--- src/rtl/serial_channel_scheduler.sv ---
// Round-robin scheduler time-sharing one serializer between NUM_CH one-deep channel holding registers.
// Latency: a word captured at edge t is granted at edge t+1 when idle; its load strobe is high in the following cycle.
// No backpressure: an un-sent word is overwritten by a newer one and flagged in a sticky per-channel overflow bit.
module serial_channel_scheduler #(
  parameter int NUM_CH  = 4,
  parameter int LENGTH  = 24,
  localparam int CH_BITS = $clog2(NUM_CH)
) (
  input  logic                     i_clk,
  input  logic                     i_rst_n,
  input  logic                     i_en,
  input  logic [NUM_CH*LENGTH-1:0] iv_din,
  input  logic [NUM_CH-1:0]        iv_din_valid,
  input  logic                     i_ovf_clr,
  output logic [LENGTH-1:0]        ov_ser_din,
  output logic                     o_ser_load,
  output logic [CH_BITS-1:0]       ov_ser_ch,
  output logic                     o_busy,
  output logic [NUM_CH-1:0]        ov_pending,
  output logic [NUM_CH-1:0]        ov_overflow
);

  localparam int CNT_W = $clog2(LENGTH + 1);

  typedef enum logic [1:0] {IDLE, LOAD, SHIFT} state_t;

  state_t             state_q, state_d;
  logic [CNT_W-1:0]   cnt_q, cnt_d;
  logic [CH_BITS-1:0] ptr_q;
  logic [LENGTH-1:0]  word_q [NUM_CH];
  logic [NUM_CH-1:0]  pend_q, ovf_q, ovf_set;
  logic               load_q, busy_q;
  logic [LENGTH-1:0]  ser_din_q;
  logic [CH_BITS-1:0] ser_ch_q;
  logic               arb, gnt_vld, gnt_fire;
  logic [CH_BITS-1:0] gnt_idx, cand;
  int                 c;

  // Round-robin search: first pending channel after the last grant, wrapping.
  always_comb begin
    gnt_vld = 1'b0;
    gnt_idx = '0;
    c       = 0;
    cand    = '0;
    for (int i = 1; i <= NUM_CH; i++) begin
      c    = (int'(ptr_q) + i) % NUM_CH;
      cand = CH_BITS'(c);
      if (!gnt_vld && pend_q[cand]) begin
        gnt_vld = 1'b1;
        gnt_idx = cand;
      end
    end
  end

  // Next-state logic: arbitrate when idle or on the last enabled cycle of a slot.
  always_comb begin
    state_d = state_q;
    cnt_d   = cnt_q;
    arb     = 1'b0;
    if (i_en) begin
      case (state_q)
        IDLE: begin
          arb = 1'b1;
          if (gnt_vld) state_d = LOAD;
        end
        LOAD: begin
          cnt_d   = CNT_W'(1);
          state_d = SHIFT;
        end
        SHIFT: begin
          cnt_d = cnt_q + CNT_W'(1);
          if (cnt_q == CNT_W'(LENGTH - 1)) begin
            arb     = 1'b1;
            state_d = gnt_vld ? LOAD : IDLE;
          end
        end
        default: state_d = IDLE;
      endcase
    end
  end

  assign gnt_fire = arb & gnt_vld;

  // Overflow: a new word lands on a still-pending word that is not leaving on this edge.
  always_comb begin
    ovf_set = '0;
    for (int k = 0; k < NUM_CH; k++) begin
      ovf_set[k] = iv_din_valid[k] & pend_q[k] & ~(gnt_fire && (gnt_idx == CH_BITS'(k)));
    end
  end

  // FSM state and slot counter register.
  always_ff @(posedge i_clk or negedge i_rst_n) begin
    if (!i_rst_n) begin
      state_q <= IDLE;
      cnt_q   <= '0;
    end else begin
      state_q <= state_d;
      cnt_q   <= cnt_d;
    end
  end

  // Grant bookkeeping and registered serializer-side outputs.
  always_ff @(posedge i_clk or negedge i_rst_n) begin
    if (!i_rst_n) begin
      ptr_q     <= CH_BITS'(NUM_CH - 1);
      ser_din_q <= '0;
      ser_ch_q  <= '0;
      load_q    <= 1'b0;
      busy_q    <= 1'b0;
    end else begin
      if (gnt_fire) begin
        ptr_q     <= gnt_idx;
        ser_din_q <= word_q[gnt_idx];
        ser_ch_q  <= gnt_idx;
      end
      if (i_en) begin
        load_q <= gnt_fire;
        busy_q <= (state_d != IDLE);
      end
    end
  end

  // Holding registers: capture runs every edge regardless of the enable.
  always_ff @(posedge i_clk or negedge i_rst_n) begin
    if (!i_rst_n) begin
      for (int k = 0; k < NUM_CH; k++) word_q[k] <= '0;
      pend_q <= '0;
      ovf_q  <= '0;
    end else begin
      for (int k = 0; k < NUM_CH; k++) begin
        if (iv_din_valid[k]) begin
          word_q[k] <= iv_din[k*LENGTH +: LENGTH];
          pend_q[k] <= 1'b1;
        end else if (gnt_fire && (gnt_idx == CH_BITS'(k))) begin
          pend_q[k] <= 1'b0;
        end
      end
      ovf_q <= (ovf_q & ~{NUM_CH{i_ovf_clr}}) | ovf_set;
    end
  end

  // The strobe is qualified by the enable so a stalled LOAD cycle never shows a load.
  assign o_ser_load  = load_q & i_en;
  assign ov_ser_din  = ser_din_q;
  assign ov_ser_ch   = ser_ch_q;
  assign o_busy      = busy_q;
  assign ov_pending  = pend_q;
  assign ov_overflow = ovf_q;

endmodule
--- config.mk ---
export PLATFORM = sky130hd
export DESIGN_NAME = serial_channel_scheduler
export DESIGN_NICKNAME = d
export VERILOG_FILES = /design/src/rtl/serial_channel_scheduler.sv
export SDC_FILE = /design/constraint.sdc
export NUM_CORES = 1
export LEC_CHECK = 0
export BUFFER_PORTS_ARGS = -buffer_cell sky130_fd_sc_hd__buf_2
export CORE_AREA = 4 4 122 124
export DETAILED_ROUTE_END_ITERATION = 6
export DIE_AREA = 0 0 126 128
export PLACE_DENSITY = 0.67
export SETUP_SLACK_MARGIN = 0.02
export SLEW_MARGIN = 5
export SYNTH_ARGS = -nofsm -noshare
export SYNTH_HDL_FRONTEND = slang
export SYNTH_SLANG_ARGS = --single-unit
--- constraint.sdc ---
create_clock -name i_clk -period 4.8 [get_ports i_clk]
set_input_delay 0.48 -clock i_clk [delete_from_list [all_inputs] [get_ports i_clk]]
set_output_delay 0.48 -clock i_clk [all_outputs]
set_load 0.005 [all_outputs]
==> results of run 1 <==
==> final timing paths <==
check / to / depth (start not counted) / slack, ps / start
setup / recovery: ov_ser_din[3] / 6 / 2190 / state_q[0]
setup reg to reg: ov_ser_din[3] / 6 / 2190 / state_q[0]
hold / removal: ov_pending[3] / 1 / 150 / i_rst_n
hold reg to reg: ov_ser_ch[1] / 2 / 490 / ov_ser_ch[1]
max in group asynchronous: ov_ser_din[22] / 2 / 3540 / i_rst_n
min in group i_clk: word_q[25] / 2 / 290 / iv_din[49]
==> area by class of cell <==
| cell class | instances | area (µm²) | share of cell area (%) |
|---|---|---|---|
| Clock buffer | 27 | 523.0 | 6.989 |
| Clock inverter | 5 | 77.57 | 1.037 |
| Inverter | 9 | 33.78 | 0.4514 |
| Multi-Input combinational cell | 273 | 2376 | 31.75 |
| Sequential cell | 141 | 3531 | 47.18 |
| Tap cell | 180 | 225.2 | 3.010 |
| Timing Repair Buffer | 141 | 716.9 | 9.580 |
==> flip-flops by register name (all words and copies together), names as in the netlist <==
name / flops
word_q: 96
ov_ser_din: 24
cnt_q: 5
ov_overflow: 4
ov_pending: 4
ov_ser_ch: 2
ptr_q: 2
state_q: 2
load_q: 1
o_busy: 1
==> layout by cell type, fill, tap and decap left out, types with 4 or more instances in the layout <==
master     instances
nand3_1            5
clkbuf_1           4
o221ai_1          24
a21oi_1            4
buf_2            138
ha_1               5
mux2i_1           48
clkbuf_8           6
dfrtp_1          139
nor2_1             4
inv_1              9
nand2_1           42
mux2_2            96
clkbuf_16         17
o21ai_0            8
==> power groups by stage <==
stage	registers (mW)	logic, mW	clock network (mW)
CTS	1.59	1.29	1.34
detailed placement	1.60	1.29	0
finish	1.59	1.27	1.32
global placement	1.59	1.25	0
floorplan	1.57	0.949	0
global route	1.62	1.40	1.39
==> critical path: cells and delay by family (launching register included) <==
family                   cells  cell delay (ps)
AO/OA/AOI/OAI                3              970
AND/OR/NAND/NOR              1              620
flip-flops                   1              410
adder cells (fa/ha/maj)      1              360
buffers and inverters        1              140
==> cell families (layout without fill, tap and decap cells) <==
kind of cell               Yosys count  in the layout
adders and majority gates            5              5
AOI/OAI and AO/OA                   60             60
DFF                                141            141
muxes                              144            144
and+or+nand+nor                     64             64
buffers and inverters               36            182
==> layer usage <==
| metal | share of wire [%] | wire length, µm |
|---|---|---|
| met5 | 0.078 | 11 |
| met4 | 1.9 | 274 |
| met3 | 4.9 | 689 |
| met2 | 51 | 7209 |
| met1 | 42 | 5967 |
==> metrics.md, run 1 <==
| Metric | Value |
|---|---|
| Data required time of the worst path | `5100 ps` |
| Worst path max stage delay | `620 ps` |
| Syn Inst Count | `450` |
| Endpoints failing setup | `0` |
| Worst slew pin tran | `941.0 ps` |
| Kind of critical path | `flop to flop` |
| GRT overflow | `0` |
| Routed Antenna Nets | `0` |
| Final Core Density | `54.33%` |
| Hold crit path type | `input pin to async pin` |
| Synthesized net count | `559` |
| Total Power | `4.176 mW` |
| Main combinational cell family by area after synthesis | `multiplexers` |
| Port Buffer Count | `139` |
| CTS tree | `done` |
| PwrDens | `558.1 nW/µm²` |
| Initial DRC count | `318` |
| # Post-CTS Setup Buffers | `0` |
| Post-cts gate resize count | `0` |
| Synth async-reset ratio | `100.0%` |
| Clk sinks | `141` |
| Max_cap viols | `0` |
| Critical Path AT | `2910 ps` |
| Synth cell types | `40` |
| Slew HR | `37.12%` |
| CP cell instances | `inv_1 > ha_1 > o21ai_0 > a211oi_2 > nand2_1 > o221ai_1` |
| Non-filler instance count after layout | `776` |
| Fmax | `382.8 MHz` |
| # rows | `43` |
| Die width | `126 µm` |
| Post-Synth XOR/XNOR Area | `0%` |
| Flop pwr share | `38.0%` |
| Wirelength, routed | `14150 µm` |
| Synth top area cells | `dfrtp_1 (57%), mux2_2 (18%), mux2i_1 (7.9%)` |
| Final hold violation count | `0` |
| Worst-path clk slew | `60 ps` |
| Post-synthesis mux area share | `25.66%` |
| Post-Syn Area | `6086 µm²` |
| Die Area | `16130 µm²` |
| Setup ws final | `2188 ps` |
| Top-area cell type share of the netlist area | `57.15%` |
| Clock network fraction of total power | `31.5%` |
| Switch share | `31.33%` |
| WHS | `145.4 ps` |
| Warnings, synthesis | `0` |
| Largest net degree at the start of global routing | `100` |
| Filler instances | `1208` |
| Layout cells sized above 1 | `45.64%` |
| Count of state elements after synthesis | `141` |
| GR Util All Layers | `18.04%` |
| Avg Vias per Cell | `5.347` |
| Io pins | `140` |
| ANT cells | `0` |
| Cts bufs inserted | `17` |
| Placed instance area | `6883 µm²` |
| Synth Area in Compound Gates | `7.463%` |
| Final Max Slew Viols | `0` |
| Top-count cell post-synth | `dfrtp_1` |
| Period minus WS final | `2612 ps` |
| Peak VDD IR | `362.0 µV` |
| Global-route wire length before repair | `22680 µm` |
| Initial antenna violation count | `1` |
| Placement Setup Slack | `2190 ps` |
| Max Root-Sink Buffers | `2` |
| Status | `complete, no violations` |
| Post-synth top area cell | `dfrtp_1` |
| Prevailing post-synth register cell | `dfrtp_1` |
| Post-route cell area | `7483 µm²` |
| DRT Pass-1 Iters | `5` |
| Worst skew pair latency | `420 ps` |
| Nets | `692` |
| Clk_skew | `9.117 ps` |
| Met2 Use GR | `30.80%` |
| Placed cell count | `744` |
| Sequential share of the synthesized area | `58.02%` |
| RSZ-0062 raised after global routing | `no` |
| Simple-gate share of the synthesized area | `4.790%` |
| Switching Power | `1.308 mW` |
| M1 GR Usage | `21.97%` |
| Root buf cell | `clkbuf_16` |
| GR peak layer | `met2` |
| Met3 Track Usage GR | `4.708%` |
| Fin crit share | `54.43%` |
| Syn Area/Cell | `13.52 µm²` |
| Synthesized-area fraction occupied by adder cells | `1.028%` |
| Worst setup EP type | `flop` |
| Vias | `4149` |
| Setup tns final | `0 ps` |
| Comb power frac | `30.5%` |
| Initial Util | `44.19%` |
| Crit-path slowest cell | `nand2_1` |
| Die Height | `128 µm` |
| P_leak | `3.528 nW` |
| Number of global-route vias before repair | `4427` |
| Final HPWL DP | `9723 µm` |
| GP Congestion | `0.7416` |
| Area Overhead vs Synth | `22.96%` |
| DRC | `0` |
| Int Pwr | `2.868 mW` |
| H-tree Lvls | `4` |
| Post-synth EDFFs | `0` |
| Crit Path Max Fanout | `26` |
| Hold Buf Count CTS | `0` |
| Crit path launch type | `flop` |
| Core ar. | `13770 µm²` |
| WL/cell | `18.24 µm` |
| Post-synth top cells | `dfrtp_1 (139), mux2_2 (96), mux2i_1 (48), nand2_1 (42), o221ai_1 (24)` |
(Power assumes the default switching activity.)
==> run 2: changes to the inputs <==
- clock period: 4.8 -> 2.5 ns (I/O delays scaled with it)
==> run 2 against run 1 <==
  * Cell area up 1.7%
  * Routed wire length rose by 2.2%
  * Die area unchanged
  * Largest power group unchanged
==> metrics.md, run 2 (synthesis results as in run 1) <==
| Metric | Value |
|---|---|
| Data required time of the worst path | `2830 ps` |
| Final Max Slew Viols | `0` |
| Avg Vias per Cell | `5.303` |
| Number of global-route vias before repair | `4507` |
| RSZ-0062 raised after global routing | `no` |
| Crit path launch type | `flop` |
| DRT Pass-1 Iters | `4` |
| Commonest non-fill, non-tap cells in the layout | `dfrtp_1 (139), buf_2 (138), mux2_2 (96)` |
| Cts bufs inserted | `17` |
| Most common cell after layout, fill and taps aside | `dfrtp_1` |
| ANT cells | `0` |
| Die Height | `128 µm` |
| Crit Path Max Fanout | `14` |
| Comb power frac | `31.3%` |
| Worst slew pin tran | `704.2 ps` |
| Kind of critical path | `flop to flop` |
| GR Util All Layers | `18.67%` |
| Clock network fraction of total power | `32.0%` |
| Final HPWL DP | `10250 µm` |
| GP Congestion | `0.7673` |
| Layout cells sized above 1 | `46.94%` |
| Crit-path slowest cell | `dfrtp_1` |
| Clk sinks | `141` |
| Root buf cell | `clkbuf_16` |
| Total Power | `8.270 mW` |
| Setup tns final | `0 ps` |
| GRT overflow | `0` |
| Hold crit path type | `input pin to flop` |
| CP cell instances | `inv_1 > ha_1 > o21ai_0 > a211oi_2 > nand2_1 > buf_4 > o221ai_1` |
| Port Buffer Count | `139` |
| Period minus WS final | `2050 ps` |
| Io pins | `140` |
| Global-route wire length before repair | `23460 µm` |
| Vias | `4163` |
| CTS tree | `done` |
| Crit path max-delay family | `compound AO/OA/AOI/OAI gates` |
| Die width | `126 µm` |
| Core ar. | `13770 µm²` |
| Initial antenna violation count | `1` |
| Setup ws final | `450.3 ps` |
| Final hold violation count | `0` |
| Initial DRC count | `190` |
| Worst-path clk slew | `60 ps` |
| Worst path buffer plus inverter count | `2` |
| Reg with most FFs | `word_q` |
| # rows | `43` |
| Int Pwr | `5.661 mW` |
| H-tree Lvls | `4` |
| DRC | `0` |
| Worst path max stage delay | `400 ps` |
| Routed Antenna Nets | `0` |
| Initial Util | `44.19%` |
| Worst skew pair latency | `420 ps` |
| Endpoints failing setup | `0` |
| Fin crit share | `81.99%` |
| WL/cell | `18.43 µm` |
| Fmax | `487.9 MHz` |
| P_leak | `3.580 nW` |
| Worst setup EP type | `flop` |
| Clk_skew | `6.466 ps` |
| Die Area | `16130 µm²` |
| WHS | `55.11 ps` |
| Filler instances | `1159` |
| Max_cap viols | `0` |
| Peak VDD IR | `688.2 µV` |
| # Post-CTS Setup Buffers | `0` |
| Switch share | `31.55%` |
| Nets | `701` |
| Critical Path AT | `2380 ps` |
| Area Overhead vs Synth | `25.06%` |
| Flop pwr share | `36.8%` |
| Wirelength, routed | `14470 µm` |
| Slew HR | `53.05%` |
| Max Root-Sink Buffers | `2` |
| Placement Setup Slack | `450.1 ps` |
| Status | `complete, no violations` |
| Switching Power | `2.609 mW` |
| Max reg flops | `96` |
| Largest net degree at the start of global routing | `78` |
| PwrDens | `1087 nW/µm²` |
run 2: power groups by stage:
| stage | clock [mW] | sequential, mW | combinational, mW |
|---|---|---|---|
| CTS | 2.69 | 3.04 | 2.63 |
| detailed placement | 0 | 3.07 | 2.62 |
| global route | 2.80 | 3.09 | 2.84 |
| finish | 2.64 | 3.04 | 2.58 |
| floorplan | 0 | 3.02 | 1.82 |
| global placement | 0 | 3.06 | 2.53 |
run 2: per-stage QoR:
stage                     instance area, µm²  instances  utilization, %
after floorplan                         6086        450               -
after global placement                  6980        752           50.68
after detailed placement                6980        752           50.68
after CTS                               7611        785           55.26
after global routing                    7611        785           55.26
final                                   7611        785           55.26
run 2: final timing paths:
| path | startpoint | end | slack, ps | cells after the start |
|---|---|---|---|---|
| max reg2reg | state_q[0] | ov_ser_din[6] | 450 | 7 |
| min | iv_din[83] | word_q[11] | 60 | 2 |
| max | state_q[0] | ov_ser_din[6] | 450 | 7 |
| min reg2reg | ov_ser_din[14] | ov_ser_din[14] | 480 | 2 |
| max in group asynchronous | i_rst_n | ov_ser_din[11] | 1470 | 3 |
| min in group asynchronous | i_rst_n | word_q[90] | 270 | 2 |
run 2: repair_timing:
action                                 4_1_cts  5_1_grt
hold buffers                                 1        0
gates resized for setup                      0        0
endpoints found under the hold margin       27        0
run 2: layer usage:
layer,GRT usage (%),share of wire (%)
met1,23.72,44
met2,30.83,50
met3,5.875,4.9
met4,5.678,1.6
met5,0,0.090
run 2: layout make-up:
| cell class | count | area, µm² | share of cell area (%) |
|---|---|---|---|
| multi-input combinational | 273 | 2376 | 31.22 |
| tap | 180 | 225.2 | 2.959 |
| clock inverter | 15 | 195.2 | 2.565 |
| timing repair buffer | 150 | 824.5 | 10.83 |
| sequential | 141 | 3531 | 46.39 |
| inverter | 9 | 33.78 | 0.4439 |
| clock buffer | 17 | 425.4 | 5.589 |
